$ cat src/rtl/maxpool2x2_stream.sv
// maxpool2x2_stream: streaming 2x2/stride-2 signed max pool over raster-order conv pixels.
// Define MAXPOOL_SAT8_EN to clamp each pooled result to 0..255.
module maxpool2x2_stream #(
   parameter int WIDTH   = 32,
   parameter int HEIGHT  = 32,
   parameter int FILTERS = 16,
   parameter int ADDR_W  = 12
) (
   input  logic                clk,
   input  logic                rst,
   input  logic                start,
   input  logic signed [31:0]  in_data,
   input  logic                in_valid,
   output logic        [31:0]  pool_data,
   output logic [ADDR_W-1:0]   pool_addr,
   output logic                pool_valid,
   output logic                done
);
   localparam int CW = (WIDTH > 1) ? $clog2(WIDTH) : 1;
   localparam int RW = (HEIGHT > 1) ? $clog2(HEIGHT) : 1;
   localparam int FW = (FILTERS > 1) ? $clog2(FILTERS) : 1;
   localparam int LW = (WIDTH > 2) ? $clog2(WIDTH / 2) : 1;
   typedef enum logic [1:0] {IDLE, RUN, DONE} state_t;
   state_t              state_q;
   logic [CW-1:0]       col_q, col_d;
   logic [RW-1:0]       row_q, row_d;
   logic [FW-1:0]       f_q, f_d;
   logic [ADDR_W-1:0]   addr_q, pa_q;
   logic [31:0]         pd_q;
   logic                pv_q, done_q;
   logic signed [31:0]  h_q, m2_d, m3_d, lb_rd, res_d;
   logic signed [31:0]  lb_q [WIDTH/2];
   logic [LW-1:0]       lb_idx;
   logic                accept, col_last, row_last, last_d;
   assign accept   = (state_q == RUN) && in_valid;
   assign col_last = col_q == CW'(WIDTH - 1);
   assign row_last = row_q == RW'(HEIGHT - 1);
   assign last_d   = col_last && row_last && (f_q == FW'(FILTERS - 1));
   assign col_d    = col_last ? '0 : col_q + CW'(1);
   assign row_d    = col_last ? (row_last ? '0 : row_q + RW'(1)) : row_q;
   assign f_d      = (col_last && row_last) ? f_q + FW'(1) : f_q;
   assign lb_idx   = LW'(col_q >> 1);
   assign lb_rd    = lb_q[lb_idx];
   assign m2_d     = (h_q > in_data) ? h_q : in_data;
   assign m3_d     = (lb_rd > m2_d) ? lb_rd : m2_d;
`ifdef MAXPOOL_SAT8_EN
   assign res_d    = m3_d[31] ? 32'sd0 : (m3_d > 32'sd255) ? 32'sd255 : m3_d;
`else
   assign res_d    = m3_d;
`endif
   // Even rows fold their horizontal pair max into the line buffer for the odd row below.
   always_ff @(posedge clk)
      if (accept && col_q[0] && !row_q[0]) lb_q[lb_idx] <= m2_d;
   always_ff @(posedge clk or posedge rst) begin
      if (rst) begin
         state_q <= IDLE;
         col_q   <= '0;
         row_q   <= '0;
         f_q     <= '0;
         h_q     <= '0;
         addr_q  <= '0;
         pa_q    <= '0;
         pd_q    <= '0;
         pv_q    <= 1'b0;
         done_q  <= 1'b0;
      end else begin
         pv_q <= 1'b0;
         case (state_q)
            IDLE, DONE: if (start) begin
               state_q <= RUN;
               col_q   <= '0;
               row_q   <= '0;
               f_q     <= '0;
               h_q     <= '0;
               addr_q  <= '0;
               done_q  <= 1'b0;
            end
            RUN: if (in_valid) begin
               col_q <= col_d;
               row_q <= row_d;
               f_q   <= f_d;
               if (!col_q[0]) h_q <= in_data;
               else if (row_q[0]) begin
                  pv_q   <= 1'b1;
                  pd_q   <= res_d;
                  pa_q   <= addr_q;
                  addr_q <= addr_q + ADDR_W'(1);
               end
               if (last_d) begin
                  state_q <= DONE;
                  done_q  <= 1'b1;
               end
            end
            default: state_q <= IDLE;
         endcase
      end
   end
   assign pool_data  = pd_q;
   assign pool_addr  = pa_q;
   assign pool_valid = pv_q;
   assign done       = done_q;
endmodule

$ cat config.mk
export PLATFORM = sky130hd
export DESIGN_NAME = maxpool2x2_stream
export DESIGN_NICKNAME = d
export VERILOG_FILES = /design/src/rtl/maxpool2x2_stream.sv
export SDC_FILE = /design/constraint.sdc
export NUM_CORES = 1
export LEC_CHECK = 0
export ABC_AREA = 1
export CAP_MARGIN = 20
export CELL_PAD_IN_SITES_DETAIL_PLACEMENT = 1
export CELL_PAD_IN_SITES_GLOBAL_PLACEMENT = 2
export CORE_MARGIN = 3
export CORE_UTILIZATION = 46
export DETAILED_ROUTE_END_ITERATION = 8
export PLACE_DENSITY_LB_ADDON = 0.3
export SLEW_MARGIN = 40
export SYNTH_ARGS = -nofsm -noshare
export SYNTH_HDL_FRONTEND = slang
export SYNTH_SLANG_ARGS = --single-unit
$ cat constraint.sdc
create_clock -name clk -period 5.6 [get_ports clk]
set_input_delay 1.12 -clock clk [delete_from_list [all_inputs] [get_ports clk]]
set_output_delay 1.12 -clock clk [all_outputs]
set_load 0.05 [all_outputs]
==> flow_summary.json <==
{
  "regToRegEndpoint": "pool_data[27]$_DFFE_PP0P_",
  "ant_nets": 0,
  "r2r_start": "col_q[2]$_DFFE_PP0P_",
  "drive_above_1_share": 0.0983,
  "die_x_um": 246,
  "overflow": 0,
  "peakVddDrop_mv": 0.600,
  "crit_top_cell": "nand2_1",
  "reg2reg_slack_ns": 1.07,
  "p_clk_frac": 0.215,
  "port_buffers": 81,
  "clk_pin_slew_worst_paths_ns": 0.06,
  "first_pass_iters": 5,
  "crit_start": "in_data[21]",
  "tightest_slew_ns": 0.812,
  "p_int_mw": 11.5,
  "power.switching_mw": 8.28,
  "switching_share": 0.420,
  "vias": 18600,
  "synth_flop_cell": "edfxtp_1",
  "route.detailed.drc": 0,
  "wire_per_inst_um": 25.6,
  "cts_root_buffer": "clkbuf_16",
  "wirelength_um": 81500,
  "slowest_delay_ns": 0.54,
  "hp-class": "register to register",
  "grt.total_usage": 0.272,
  "cts_buffers": 66,
  "die_h_um": 246,
  "cp.required_ns": 6.15,
  "grt_antenna_before_repair": 0,
  "grtUsageMet2": 0.441,
  "mostFrequentLayoutCells": "629 x nand2_1, 512 x edfxtp_1, 256 x a22oi_1",
  "drt_iter0_markers": 1435,
  "cts_hold_buf": 0,
  "async_reset_ff_frac": 0.172,
  "worstSetupStartpointType": "input pin",
  "dpl.cell_count": 3067,
  "min_period_ns": 5.03,
  "critPathSlowestCell": "clkdlybuf4s50_1",
  "yosysUniqueCellTypes": 41,
  "die-area_um2": 60500,
  "power.total_mw": 19.7,
  "synth_edf_count": 512,
  "place_ws_ns": -0.0185,
  "avgSynthCellArea_um2": 11.8,
  "antenna_cells": 0,
  "whs_ns": 0.481,
  "initial_core_util": 0.467,
  "cts_max_level": 3,
  "synth_nets": 2349,
  "ioPinCount": 82,
  "p_per_area_nw_per_um2": 638,
  "synth_seq_cells": 618,
  "final_nets": 2485,
  "rsz0062_at_grt": "false",
  "post_cts_buffers": 0,
  "grt_pass1_vias": 19700,
  "dpl_cell_area_um2": 28900,
  "power.leakage_nw": 12.6,
  "cts_tree": "built",
  "design_area_um2": 30900,
  "core-area_um2": 56700,
  "seqPwrFrac": 0.327,
  "hp-start": "pool_data[23]$_DFFE_PP0P_",
  "relSlewSlack": 0.457,
  "synth_seq_area_share": 0.680,
  "clock_path_buffers": 3,
  "setup_viol_count_final": 0,
  "syn-cell-area_um2": 26500,
  "use_met1": 0.369,
  "hold_viol_final": 0,
  "cp_data_arrival_time_ns": 5.58,
  "drv_slew": 0,
  "viasPerCell": 5.82,
  "cts-resized-gates": 0,
  "setup_slack_ns": 0.572,
  "busiest_layer": "met2",
  "hpwl_um": 49600,
  "finalClockSkew_ns": 0.0318,
  "finalNonFillerCells": 3188,
  "combPwrFrac": 0.459,
  "grt_max_degree": 92,
  "path_max_fanout": 22,
  "met3_usage": 0.0482,
  "status": "finished clean",
  "gp_congestion": 0.860,
  "grt_pass1_wl_um": 122000,
  "r2r_cells": 23,
  "ys_warn_count": 0,
  "syn_inst": 2243,
  "final_common_cell": "nand2_1",
  "hold_path_depth": 2,
  "min_to": "pool_data[23]$_DFFE_PP0P_",
  "rows": 87,
  "drv_cap": 0,
  "clock_latency_ns": 0.62,
  "period_share": 0.898,
  "worstSetupPathType": "input pin to register",
  "end_kind": "register",
  "fmax_mhz": 199,
  "cts_sinks": 618,
  "area_growth_pct": 16.7
}
-- kinds of logic after synthesis --
group / count (synthesis) / synth area share
simple gates: 860 / 0.137
flops: 618 / 0.680
compound gates: 374 / 0.0982
buf+inv: 318 / 0.0508
fa+ha+maj: 70 / 0.0331
xor+xnor: 3 / 0.000992
-- worst max-delay path, delay by kind of cell --
family / cells / cell delay (ns)
AND/OR/NAND/NOR: 18 / 2.18
AO/OA/AOI/OAI: 3 / 0.56
adder cells (fa/ha/maj): 2 / 0.62
buffers and inverters: 5 / 1.07
-- stage by stage --
stage,TNS (ns),util
2_1_floorplan,0,-
3_3_place_gp,0,0.508
3_5_place_dp,-0.0515,0.509
4_1_cts,0,0.545
5_1_grt,0,0.545
6_report,0,0.545
-- flip-flops by register name, summed over array words and instances, names as in the netlist --
name,count
done,1
state_q,2
f_q,4
lb_q,512
pool_valid,1
row_q,5
addr_q,12
h_q,32
col_q,5
pool_data,32
pool_addr,12
-- power groups by stage --
stage / combinational [mW] / sequential, mW / clock, mW
3_5_place_dp: 8.96 / 6.54 / 0
5_1_grt: 9.97 / 6.48 / 4.50
3_3_place_gp: 8.62 / 6.51 / 0
2_1_floorplan: 5.19 / 6.89 / 0
4_1_cts: 9.04 / 6.45 / 4.31
6_report: 9.06 / 6.45 / 4.24
-- worst max-delay path by stage --
| stage | to | slack, ns | cells after the start |
|---|---|---|---|
| 6_report | pool_data[6]$_DFFE_PP0P_ | 0.57 | 28 |
| 5_1_grt | pool_data[18]$_DFFE_PP0P_ | 0.22 | 29 |
| 4_1_cts | pool_data[27]$_DFFE_PP0P_ | 0.59 | 28 |
| 3_5_place_dp | pool_data[25]$_DFFE_PP0P_ | -0.02 | 28 |
| 3_3_place_gp | pool_data[5]$_DFFE_PP0P_ | 0.006 | 28 |
| 2_1_floorplan | pool_data[1]$_DFFE_PP0P_ | 1.26 | 23 |
-- synthesized netlist by cell type (3+ instances only) --
| cell | n | area share |
|---|---|---|
| a21oi_1 | 42 | 0.0079 |
| a22oi_1 | 256 | 0.073 |
| a31oi_1 | 3 | 0.00071 |
| buf_2 | 67 | 0.013 |
| buf_6 | 8 | 0.0034 |
| clkbuf_1 | 31 | 0.0044 |
| dfrtp_1 | 106 | 0.10 |
| edfxtp_1 | 512 | 0.58 |
| ha_1 | 70 | 0.033 |
| inv_1 | 208 | 0.029 |
| nand2_1 | 630 | 0.089 |
| nand2_4 | 3 | 0.0013 |
| nand3_1 | 41 | 0.0077 |
| nand3_2 | 4 | 0.0015 |
| nand4_1 | 73 | 0.017 |
| nor2_1 | 80 | 0.011 |
| nor2_2 | 3 | 0.00071 |
| nor3_1 | 10 | 0.0019 |
| nor4_1 | 5 | 0.0012 |
| o21a_1 | 4 | 0.0011 |
| o21ai_0 | 26 | 0.0049 |
| o22ai_1 | 32 | 0.0076 |
-- layer usage --
layer  routed length (um)  vias up
met4                 2720        0
met2                38800      625
li1                     -     8262
met5                    0        -
met1                35000     9515
met3                 4990      160
-- final cells by class --
cell class	count	area (um2)
repair buffers	176	1790
flip-flops and latches	618	18000
clock inverters	34	282
well taps	756	946
fillers	5837	25800
clock buffers	87	1780
multi-input cells	1307	7300
inverters	210	798
Power figures use the tool's default switching activity.
